## src/rtl/inst_pipe_regs_if.sv

```systemverilog
// Pipeline instruction-register bus: fetch word and hazard controls in,
// stage registers, hold/hazard flags and hazard statistics out.
interface inst_pipe_regs_if;
  logic [31:0] IF_Inst;
  logic        Branch_Taken;
  logic        Global_Stall;
  logic [31:0] PR_IFID_Inst;
  logic [31:0] PR_IDEX_Inst;
  logic [31:0] PR_EXMEM_Inst;
  logic [31:0] PR_MEMWB_Inst;
  logic        PC_Hold;
  logic        Load_Use;
  logic [15:0] Stall_Count;
  logic [15:0] Flush_Count;

  modport master (
    output IF_Inst, Branch_Taken, Global_Stall,
    input  PR_IFID_Inst, PR_IDEX_Inst, PR_EXMEM_Inst, PR_MEMWB_Inst,
    input  PC_Hold, Load_Use, Stall_Count, Flush_Count
  );

  modport slave (
    input  IF_Inst, Branch_Taken, Global_Stall,
    output PR_IFID_Inst, PR_IDEX_Inst, PR_EXMEM_Inst, PR_MEMWB_Inst,
    output PC_Hold, Load_Use, Stall_Count, Flush_Count
  );
endinterface

```

## src/rtl/inst_pipe_regs.sv

```systemverilog
// Four-stage instruction pipeline registers with load-use stall and branch flush.
// Optional hazard statistics counters are built when HAZARD_STATS_EN is defined.
module inst_pipe_regs #(
  parameter logic [31:0] NOP_INST = 32'h00000000
) (
  input  logic             clock,
  input  logic             reset,
  inst_pipe_regs_if.slave  bus
);

  localparam logic [5:0] OP_SPECIAL = 6'h00;
  localparam logic [5:0] OP_BEQ     = 6'h04;
  localparam logic [5:0] OP_LW      = 6'h23;
  localparam logic [5:0] OP_SW      = 6'h2B;

  localparam int IFID  = 0;
  localparam int IDEX  = 1;
  localparam int EXMEM = 2;
  localparam int MEMWB = 3;

  typedef enum logic [1:0] {
    ACT_SHIFT,
    ACT_STALL,
    ACT_FLUSH,
    ACT_FREEZE
  } action_t;

  logic [31:0] stage_reg  [4];
  logic [31:0] stage_next [4];
  action_t     action;

  logic [5:0] ifid_op;
  logic [4:0] ifid_rs;
  logic [4:0] ifid_rt;
  logic [5:0] idex_op;
  logic [4:0] idex_rt;
  logic       rt_is_source;
  logic       load_use;

  assign ifid_op = stage_reg[IFID][31:26];
  assign ifid_rs = stage_reg[IFID][25:21];
  assign ifid_rt = stage_reg[IFID][20:16];
  assign idex_op = stage_reg[IDEX][31:26];
  assign idex_rt = stage_reg[IDEX][20:16];

  // Only R-type, BEQ and SW read rt; immediate ops write it instead.
  assign rt_is_source = (ifid_op == OP_SPECIAL) || (ifid_op == OP_BEQ) || (ifid_op == OP_SW);

  always_comb begin
    load_use = 1'b0;
    if ((idex_op == OP_LW) && (idex_rt != 5'd0)) begin
      load_use = (idex_rt == ifid_rs) || ((idex_rt == ifid_rt) && rt_is_source);
    end
  end

  always_comb begin
    action = ACT_SHIFT;
    if (bus.Global_Stall) begin
      action = ACT_FREEZE;
    end else if (bus.Branch_Taken) begin
      action = ACT_FLUSH;
    end else if (load_use) begin
      action = ACT_STALL;
    end
  end

  assign stage_next[IFID] = (action == ACT_FLUSH) ? NOP_INST :
                            (action == ACT_STALL) ? stage_reg[IFID] :
                                                    bus.IF_Inst;

  // Downstream stages take the previous stage unless squashed by a flush
  // (all but MEMWB, which retires the branch) or by the stall bubble (IDEX).
  generate
    for (genvar gi = 1; gi < 4; gi++) begin : g_stage_next
      if (gi == MEMWB) begin : g_tail
        assign stage_next[gi] = stage_reg[gi-1];
      end else if (gi == IDEX) begin : g_bubble
        assign stage_next[gi] = ((action == ACT_FLUSH) || (action == ACT_STALL)) ?
                                NOP_INST : stage_reg[gi-1];
      end else begin : g_mid
        assign stage_next[gi] = (action == ACT_FLUSH) ? NOP_INST : stage_reg[gi-1];
      end
    end
  endgenerate

  always_ff @(posedge clock or negedge reset) begin
    if (!reset) begin
      for (int i = 0; i < 4; i++) begin
        stage_reg[i] <= NOP_INST;
      end
    end else if (action != ACT_FREEZE) begin
      for (int i = 0; i < 4; i++) begin
        stage_reg[i] <= stage_next[i];
      end
    end
  end

  assign bus.PR_IFID_Inst  = stage_reg[IFID];
  assign bus.PR_IDEX_Inst  = stage_reg[IDEX];
  assign bus.PR_EXMEM_Inst = stage_reg[EXMEM];
  assign bus.PR_MEMWB_Inst = stage_reg[MEMWB];
  assign bus.Load_Use      = load_use;
  assign bus.PC_Hold       = bus.Global_Stall | (load_use & ~bus.Branch_Taken);

`ifdef HAZARD_STATS_EN
  // Index 0 counts stall edges, index 1 counts flush edges; both saturate.
  logic [15:0] cnt_reg [2];
  logic [1:0]  cnt_evt;

  assign cnt_evt = {action == ACT_FLUSH, action == ACT_STALL};

  always_ff @(posedge clock or negedge reset) begin
    if (!reset) begin
      for (int i = 0; i < 2; i++) begin
        cnt_reg[i] <= 16'd0;
      end
    end else begin
      for (int i = 0; i < 2; i++) begin
        if (cnt_evt[i] && (cnt_reg[i] != 16'hFFFF)) begin
          cnt_reg[i] <= cnt_reg[i] + 16'd1;
        end
      end
    end
  end

  assign bus.Stall_Count = cnt_reg[0];
  assign bus.Flush_Count = cnt_reg[1];
`else
  assign bus.Stall_Count = 16'd0;
  assign bus.Flush_Count = 16'd0;
`endif

endmodule

```

## src/flat_wrapper.sv

```systemverilog
// flat-port wrapper written by rule: the top's interface ports become plain ports
module inst_pipe_regs_flat 
#(
  parameter logic [31:0] NOP_INST = 32'h00000000
)
  (clock, reset, bus_IF_Inst, bus_Branch_Taken, bus_Global_Stall, bus_PR_IFID_Inst, bus_PR_IDEX_Inst, bus_PR_EXMEM_Inst, bus_PR_MEMWB_Inst, bus_PC_Hold, bus_Load_Use, bus_Stall_Count, bus_Flush_Count);
  inst_pipe_regs_if bus_i ();
  input  logic clock;
  input  logic reset;
  input wire logic [$bits(bus_i.IF_Inst)-1:0] bus_IF_Inst;
  input wire logic [$bits(bus_i.Branch_Taken)-1:0] bus_Branch_Taken;
  input wire logic [$bits(bus_i.Global_Stall)-1:0] bus_Global_Stall;
  output wire logic [$bits(bus_i.PR_IFID_Inst)-1:0] bus_PR_IFID_Inst;
  output wire logic [$bits(bus_i.PR_IDEX_Inst)-1:0] bus_PR_IDEX_Inst;
  output wire logic [$bits(bus_i.PR_EXMEM_Inst)-1:0] bus_PR_EXMEM_Inst;
  output wire logic [$bits(bus_i.PR_MEMWB_Inst)-1:0] bus_PR_MEMWB_Inst;
  output wire logic [$bits(bus_i.PC_Hold)-1:0] bus_PC_Hold;
  output wire logic [$bits(bus_i.Load_Use)-1:0] bus_Load_Use;
  output wire logic [$bits(bus_i.Stall_Count)-1:0] bus_Stall_Count;
  output wire logic [$bits(bus_i.Flush_Count)-1:0] bus_Flush_Count;
  assign bus_i.IF_Inst = bus_IF_Inst;
  assign bus_i.Branch_Taken = bus_Branch_Taken;
  assign bus_i.Global_Stall = bus_Global_Stall;
  assign bus_PR_IFID_Inst = bus_i.PR_IFID_Inst;
  assign bus_PR_IDEX_Inst = bus_i.PR_IDEX_Inst;
  assign bus_PR_EXMEM_Inst = bus_i.PR_EXMEM_Inst;
  assign bus_PR_MEMWB_Inst = bus_i.PR_MEMWB_Inst;
  assign bus_PC_Hold = bus_i.PC_Hold;
  assign bus_Load_Use = bus_i.Load_Use;
  assign bus_Stall_Count = bus_i.Stall_Count;
  assign bus_Flush_Count = bus_i.Flush_Count;
  inst_pipe_regs #(.NOP_INST(NOP_INST)) u_core (.clock(clock), .reset(reset), .bus(bus_i));
endmodule
```

## config.mk

```make
export PLATFORM = sky130hd
export DESIGN_NAME = inst_pipe_regs_flat
export DESIGN_NICKNAME = d
export VERILOG_FILES = /design/src/rtl/inst_pipe_regs_if.sv /design/src/rtl/inst_pipe_regs.sv /design/src/flat_wrapper.sv
export SDC_FILE = /design/constraint.sdc
export NUM_CORES = 1
export LEC_CHECK = 0
export CAP_MARGIN = 25
export CORE_MARGIN = 5
export CORE_UTILIZATION = 63
export CTS_CLUSTER_SIZE = 10
export DETAILED_ROUTE_END_ITERATION = 7
export DONT_BUFFER_PORTS = 1
export PLACE_DENSITY = 0.79
export SYNTH_ARGS = -nofsm -noshare
export SYNTH_HDL_FRONTEND = slang
export SYNTH_SLANG_ARGS = --single-unit
export TNS_END_PERCENT = 100
```

## constraint.sdc

```tcl
create_clock -name clock -period 4.7 [get_ports clock]
set_input_delay 0.94 -clock clock [delete_from_list [all_inputs] [get_ports clock]]
set_output_delay 0.94 -clock clock [all_outputs]
set_load 0.01 [all_outputs]
```

After elaboration in Yosys (flattened, before gate mapping)
Cells that the tools add are included.
W data, S select, Z words.

word-level totals
  output and inout port bits = 162
  word-level logic and storage cells = 33
  input bits = 36
  register bits = 128

operators by class
  equality and inequality tests = 9
  reduce and logical (&&, ||, !) cells = 9
  bitwise logic cells = 3
  mux-type cells = 8

operators by type and width
  kind                  count
  $mux W32              4
  $eq A6 B6 Y1 const B  2
  $eq A5 B5 Y1          2
  $eq A6 B3 Y1 const B  1
  $logic_not A6 Y1      1
  $reduce_bool A5 Y1    1
  $logic_or A1 B1 Y1    4
  $mux W2               2
  $eq A2 B1 Y1 const B  1
  $eq A2 B2 Y1 const B  1
  $logic_and A1 B1 Y1   2
  $mux W1               2
  $ne A2 B1 Y1 const B  1
  $ne A2 B2 Y1 const B  1
  $reduce_and A2 Y1     1
  $and A1 B1 Y1         1
  $not A1 Y1            1
  $or A1 B1 Y1          1

Depth between registers and ports, before layout
Gate-level depths: netlist of run 1.

  depth in word-level cells = 12
  gate-level depth with buffers = 11
  depth with buffers taken out = 8

Worst setup path after synthesis of run 1
No wires, ideal clock.

  path type = register to register
  start = reg u_core.stage_reg (netlist bit u_core.bus.PR_IDEX_Inst[30])
  end = reg u_core.stage_reg (netlist bit u_core.bus.PR_MEMWB_Inst[10])
  path buffers = 3
  slack = 1.383 ns
  cell stages (with the launch flop) = 11
  data required time = 4.575 ns
  setup time = 0.125 ns
  arrival = 3.192 ns
  period minus slack after synthesis = 3.317 ns
  cells stage by stage = dfrtp_1 or4b_1 a211oi_2 nor4b_4 nor2_2 buf_2 o21ai_0 ha_1 clkbuf_1 clkbuf_1 mux2_2

between the ends
  cells in the longest elaborated chain, start to end = 7

ends and longest elaborated chain
  element                            line                  source
  from (decl)                        inst_pipe_regs.sv:28  logic [31:0] stage_reg [4];
  from (signal, indexed assignment)  inst_pipe_regs.sv:93  stage_reg[i] <= stage_next[i];
  $eq A6 B6 Y1                       inst_pipe_regs.sv:51  if ((idex_op == OP_LW) && (idex_rt != 5'd0)) begin
  $logic_and A1 B1 Y1                inst_pipe_regs.sv:51
  $mux W1                            inst_pipe_regs.sv:51
  $mux W1                            inst_pipe_regs.sv:62  end else if (load_use) begin
  $mux W2                            inst_pipe_regs.sv:60  end else if (bus.Branch_Taken) begin
  $mux W2                            inst_pipe_regs.sv:58  if (bus.Global_Stall) begin
  $ne A2 B2 Y1                       inst_pipe_regs.sv:91  end else if (action != ACT_FREEZE) begin

No other way between the ends.
A chain may end at the register's enable or synchronous reset.

Worst setup path in the final report of run 1
  start = reg u_core.stage_reg (netlist bit u_core.bus.PR_IDEX_Inst[30])
  end = out bus_PC_Hold

between the ends
  cells in the longest elaborated chain, start to end = 5

ends and longest elaborated chain
  element              line                   source
  $eq A6 B6 Y1         inst_pipe_regs.sv:51
  $logic_and A1 B1 Y1  inst_pipe_regs.sv:51
  $mux W1              inst_pipe_regs.sv:51
  $and A1 B1 Y1        inst_pipe_regs.sv:103  assign bus.PC_Hold = bus.Global_Stall | (load_use & ~bus.Branch_Taken);
  $or A1 B1 Y1         inst_pipe_regs.sv:103
  to (decl)            flat_wrapper.sv:17     output wire logic [$bits(bus_i.PC_Hold)-1:0] bus_PC_Hold;

No other way between the ends.

==> results of run 1 <==
==> cells by family after synthesis <==
family / count (synthesis)
flip-flops: 128
buffers and inverters: 126
XOR/XNOR: 10
adder cells (fa/ha/maj): 1
other: 1
AND/OR/NAND/NOR: 159
AO/OA/AOI/OAI: 102
multiplexers: 32
==> worst paths after layout <==
check / startpoint / endpoint / slack (ns) / cells past startpoint
min in group clock: bus_Branch_Taken / u_core.bus.PR_IFID_Inst[3]$_DFFE_PN0P_ / 0.57 / 1
worst max-delay path: u_core.bus.PR_IDEX_Inst[30]$_DFFE_PN0P_ / bus_PC_Hold / 0.39 / 5
max in group asynchronous: reset / u_core.bus.PR_IDEX_Inst[25]$_DFFE_PN0P_ / 4.44 / 0
worst min-delay path: reset / u_core.bus.PR_EXMEM_Inst[9]$_DFFE_PN0P_ / 0.13 / 0
worst min register to register: u_core.bus.PR_MEMWB_Inst[29]$_DFFE_PN0P_ / u_core.bus.PR_MEMWB_Inst[29]$_DFFE_PN0P_ / 0.58 / 1
worst max register to register: u_core.bus.PR_IDEX_Inst[30]$_DFFE_PN0P_ / u_core.bus.PR_MEMWB_Inst[8]$_DFFE_PN0P_ / 0.84 / 8
==> sequential cells by signal (all words and copies together), names as in the netlist <==
signal                    cells
u_core.bus.PR_EXMEM_Inst     32
u_core.bus.PR_IDEX_Inst      32
u_core.bus.PR_IFID_Inst      32
u_core.bus.PR_MEMWB_Inst     32
==> layout make-up <==
class	instances	area, um2
repair buffers	6	77.57
flip-flops and latches	128	3203
clock inverters	14	180.2
fillers	663	2938
multi-input cells	336	2191
inverters	20	75.07
well taps	129	161.4
clock buffers	17	414.1
==> routing by layer <==
metal | vias to the layer above | track usage [%] | share of wire, %
met5 | - | 0 | 0
met4 | 0 | 7.484 | 0.93
met1 | 1959 | 35.73 | 43
li1 | 1787 | - | -
met3 | 12 | 7.918 | 9.7
met2 | 180 | 35.52 | 46
==> through the flow <==
stage	utilization (%)	power (mW)	hold slack (ns)	setup slack, ns	instances
finish	68.21	2.855	0.1256	0.3929	650
global route	68.21	2.968	0.09576	0.07576	650
detailed placement	61.48	1.564	0.5702	0.8544	618
floorplan	-	1.543	0.4934	1.383	590
global placement	61.48	1.550	0.5637	1.008	618
CTS	67.91	2.876	0.09406	0.3454	649
==> worst register-to-register path: cells and delay by family (launching register included) <==
family	cells	cell delay [ns]
and+or+nand+nor	3	1.58
AOI/OAI and AO/OA	2	0.74
DFF	1	0.44
muxes	1	0.44
buffers and inverters	1	0.33
adders and majority gates	1	0.21
==> placed cells by master (no fill, tap or decap), types with 2 or more instances in the layout <==
cell / n
dfrtp_1: 128
nand2_1: 65
nand4_1: 33
o21ai_0: 32
mux2_2: 32
a22o_1: 32
conb_1: 32
inv_1: 20
o31ai_1: 17
nand3_1: 16
clkbuf_16: 16
nand2b_1: 15
nor2b_1: 15
o311ai_1: 14
xor2_1: 6
inv_6: 5
xnor2_1: 4
buf_4: 4
nor4_1: 3
clkinv_4: 3
bufinv_16: 3
or3_1: 2
or4b_1: 2
nor2_2: 2
o311ai_0: 2
clkinvlp_4: 2
==> power by group <==
part / internal (mW) / leakage, nW / total [mW] / switching [mW]
sequential: 1.19 / 1.72 / 1.34 / 0.146
combinational: 0.0943 / 0.902 / 0.207 / 0.113
clock: 0.814 / 0.286 / 1.31 / 0.497
==> impl_results.md, run 1 <==
- Slowest library cell on the worst path: nor4b_4
- Post-layout nets: roughly 550
- Crit-path max FO: 18
- # diodes: 0
- Vias in the first global route: 3,935
- Worst slew pin tran: ~0.73 ns
- Routed WL per cell: around 21 um
- Drt pass-1 iters: 4
- Syn Area/Cell: ~11 um2
- Final hold violation count: 0
- Final HPWL DP: 9310 um
- Sinks on Clock Net: roughly 130
- Static leakage: between 2 and 3 nW
- Row count: 35
- Worst Path Buf+Inv: 0
- Share of the synthesized area in the top cell type: roughly 54%
- PwrDens: 453.1 mW/mm2
- Final std cell area, no fill: roughly 0.0063 mm2
- Critical path's top delay family: simple AND/OR/NAND/NOR gates
- H-tree Lvls: 4
- Port bufs: 0
- Synth Cell Area: around 0.006 mm2
- Area share of and/or/nand/nor cells after synthesis: ~14%
- Max incr delay on CP: between 0.6 and 0.7 ns
- HP Class: in -> async
- Most frequent cell after synthesis: dfrtp_1
- Syn Inst Count: around 560
- Routed via count: slightly below 4,000
- Post-Synth XOR/XNOR Area: under 10%
- Max Root-Sink Buffers: 2
- Worst-Skew Late Latency: around 0.50 ns
- Top_reg_cell synth: dfrtp_1
- Synth top cells by count: dfrtp_1 (128), nand2_1 (65), buf_4 (64)
- Slew margin rel.: 50.95%
- Period minus WS final: approximately 4.3 ns
- Kind of critical path: reg -> out
- Skew final: 0.007546 ns
- Io pins: a little under 200
- Clock root buffer: clkbuf_8
- Core Footprint: approximately 0.0092 mm2
- Synth Warn #: 0
- Total grt overflow: 0
- DRC violations left: 0
- Critical Path RT: roughly 3.8 ns
- First-pass GRT wire length: 22,110 um
- Num CTS Buffers: 17
- Initial antenna violation count: 0
- Hold_buf cts: 0
- Max cap viols: 0
- Register area share after synthesis: between 50% and 60%
- Seq cells post-synth: 128
- Peak VDD IR: around 0.22 mV
- Layout cell share with drive strength beyond 1: 14.40%
- Resize count post-CTS: 0
- Die width: roughly 110 um
- Mux cell area share after synthesis: around 6.0%
- Drt initial violations: around 290
- Gr usage total: approximately 25%
- Setup Viol. Count Final: 0
- Starting density of the core: approximately two thirds
- Fraction of registers with async set/reset: between 90% and 100%
- Sum Neg Setup Slack: 0 ns
- Worst setup EP type: primary output
- RSZ-0062 raised after global routing: no
- Post-Synth Adder-Cell Area: less than 1%
- Largest net degree at the start of global routing: between 100 and 150
- Area leader, netlist: dfrtp_1
- Worst-path clk slew: ~0.060 ns
- Compound-cell area share of the yosys netlist: 12.50%
- WL final: 13,730 um
- Top cells by area, synth: dfrtp_1 (54%), buf_4 (8.0%), mux2_2 (6.0%)
- GP Congestion: ~0.79
- Post-route clock period utilization: just over 90%
- CP arrival: between 3 and 4 ns
- Post-synth cell types: 35
- Slew Limit Fails: 0
- Area Overhead vs Synth: 5.443%
- EDFF count, synth: 0
- Via-to-Cell Ratio: just over 6
- Max frequency: about 0.23 GHz
- Die H: roughly 110 um
- Largest family of logic cells by synthesized area: simple AND/OR/NAND/NOR gates
- Crit start category: flop
- # Post-CTS Setup Buffers: 0
- Worst-path cell chain: or4b_1 > a211oi_2 > nor4b_4 > nor2_2 > o21ai_0
- Status: complete, no violations
- Die area: approximately 0.012 mm2
- Area after DPL: roughly 0.0057 mm2
- CTS tree: done
- Antenna viol nets, final: 0
(Power assumes the default switching activity.)
==> run 2, diff against run 1 <==
SLEW_MARGIN = 20   (was default)
==> run 2 against run 1 <==
Compared with the run above: sequential share of layout area increased by 0.22 points; die area did not move; non-clock buffer count fell by 1; sequential power is essentially flat; cell count decreased by 0.15%; clock power is essentially flat; worst hold slack worse by 0.0033 ns; critical path type unchanged.
==> impl_results.md, run 2 (same netlist as run 1, synthesis figures left out) <==
- Status: complete, no violations (unchanged)
- Via-to-Cell Ratio: 6.099 (was 6.058)
- Max cap viols: 0 (unchanged)
- Sinks on Clock Net: 128 (unchanged)
- Port bufs: 0 (unchanged)
- Worst Setup SP: u_core.bus.PR_IDEX_Inst[30]$_DFFE_PN0P_ (unchanged)
- Filler cell count: 667 (was 663)
- Drt pass-1 iters: 5 (was 4)
- WL final: 13,660 um (was 13,730 um)
- Slew Limit Fails: 0 (unchanged)
- # diodes: 0 (unchanged)
- Crit-path max FO: 18 (unchanged)
- Core Footprint: 0.009240 mm2 (unchanged)
- Starting density of the core: 64.69% (unchanged)
- RR Startpoint: u_core.bus.PR_IDEX_Inst[30]$_DFFE_PN0P_ (unchanged)
- Skew final: 0.007956 ns (was 0.007546 ns)
- Peak VDD IR: 0.2197 mV (was 0.2180 mV)
- Final non-filler cell total: 649 (was 650)
- Row count: 35 (unchanged)
- Die area: 0.01153 mm2 (unchanged)
- Worst-Skew Late Latency: 0.51 ns (was 0.50 ns)
- Period minus WS final: 4.304 ns (was 4.307 ns)
- Setup Viol. Count Final: 0 (unchanged)
- Max Root-Sink Buffers: 2 (unchanged)
- Crit start category: flop (unchanged)
- Final hold violation count: 0 (unchanged)
- Dpl cells: 618 (unchanged)
- Total grt overflow: 0 (unchanged)
- Gr usage total: 24.63% (unchanged)
- Area Overhead vs Synth: 4.982% (was 5.443%)
- CP arrival: 3.36 ns (was 3.37 ns)
- Routed via count: 3,958 (was 3,938)
- Reg2Reg Depth: 8 (unchanged)
- Total power: 2.857 mW (was 2.855 mW)
- Hold WS: 0.1224 ns (was 0.1256 ns)
- H-tree Lvls: 4 (unchanged)
- Initial antenna violation count: 0 (unchanged)
- CTS tree: done (unchanged)
- Die width: 107.4 um (unchanged)
- Hold_buf cts: 0 (unchanged)
- Post-route clock period utilization: 91.57% (was 91.64%)
- Slew margin rel.: 50.13% (was 50.95%)
- Commonest non-fill, non-tap cell in the layout: dfrtp_1 (unchanged)
- Routed WL per cell: 21.04 um (was 21.12 um)
- Kind of critical path: reg -> out (unchanged)
- GP Congestion: 0.7909 (unchanged)
- Die H: 107.4 um (unchanged)
- Io pins: 198 (unchanged)
- # Post-CTS Setup Buffers: 0 (unchanged)
- Post-layout nets: 545 (was 546)
- DRC violations left: 0 (unchanged)
- R2R Setup Slk: 0.84 ns (about the same)
- Sum Neg Setup Slack: 0 ns (unchanged)
- Vias in the first global route: 3,935 (unchanged)
- Worst setup EP type: primary output (unchanged)
- Layout cell share with drive strength beyond 1: 14.42% (was 14.40%)
- RSZ-0062 raised after global routing: no (unchanged)
- Static leakage: 2.898 nW (was 2.911 nW)
- Worst slew pin tran: 0.7449 ns (was 0.7327 ns)
- R2R Path End: u_core.bus.PR_MEMWB_Inst[18]$_DFFE_PN0P_ (was u_core.bus.PR_MEMWB_Inst[8]$_DFFE_PN0P_)
- Worst-path clk slew: 0.06 ns (about the same)
- Most frequent cells in the layout: dfrtp_1 (128), nand2_1 (65), nand4_1 (33) (unchanged)
- Clock root buffer: clkbuf_8 (unchanged)
- Num CTS Buffers: 17 (unchanged)
- Final HPWL DP: 9310 um (unchanged)
- Drt initial violations: 264 (was 287)
- Critical Path RT: 3.76 ns (about the same)
- Resize count post-CTS: 0 (unchanged)
- Antenna viol nets, final: 0 (unchanged)
- HP Class: in -> async (unchanged)
- PwrDens: 455.3 mW/mm2 (was 453.1 mW/mm2)
- Largest net degree at the start of global routing: 129 (unchanged)
- First-pass GRT wire length: 22,110 um (unchanged)
- Max frequency: 0.2324 GHz (was 0.2322 GHz)
-- run 2: layer usage --
metal  GRT usage, %  vias up  wire, um  share of wire, %
li1               -     1790         -                 -
met1          35.73     1963      5869                43
met2          35.52      190      6284                46
met3          7.918       15      1357               9.9
met4          7.484        0       146               1.1
met5              0        -         0                 0
-- run 2: metrics by stage --
stage	utilization (%)	instance area, um2	worst slack [ns]
floorplan	-	6093	1.383
CTS	67.91	6275	0.3454
global route	67.91	6275	0.07492
finish	67.91	6275	0.3964
detailed placement	61.48	5680	0.8544
global placement	61.48	5680	1.008
-- run 2: report_power, final --
part	internal, mW	leakage [nW]	switching [mW]
logic	0.0942	0.889	0.113
clock network	0.814	0.286	0.498
registers	1.19	1.72	0.146
total	2.10	2.90	0.757
-- run 2: critical path: stages, from the launching register on --
cell and delay [ns]:
dfrtp_1 0.44, or4b_1 0.57, a211oi_2 0.39, nor4b_4 0.70, nor2_2 0.31, o21ai_0 0.44
-- run 2: area by class of cell --
type	instances	area [um2]	area share (%)
Tap cell	129	161.4	2.572
Timing Repair Buffer	5	50.05	0.7976
Clock buffer	17	414.1	6.600
Clock inverter	14	180.2	2.871
Inverter	20	75.07	1.196
Sequential cell	128	3203	51.05
Multi-Input combinational cell	336	2191	34.92
-- run 2: worst max-delay path by stage --
| stage | slack (ns) | to |
|---|---|---|
| after global routing | 0.07 | bus_PC_Hold |
| after detailed placement | 0.85 | u_core.bus.PR_MEMWB_Inst[3]$_DFFE_PN0P_ |
| after global placement | 1.01 | u_core.bus.PR_MEMWB_Inst[19]$_DFFE_PN0P_ |
| after floorplan | 1.38 | u_core.bus.PR_MEMWB_Inst[10]$_DFFE_PN0P_ |
| after CTS | 0.35 | bus_PC_Hold |
| final | 0.40 | bus_PC_Hold |
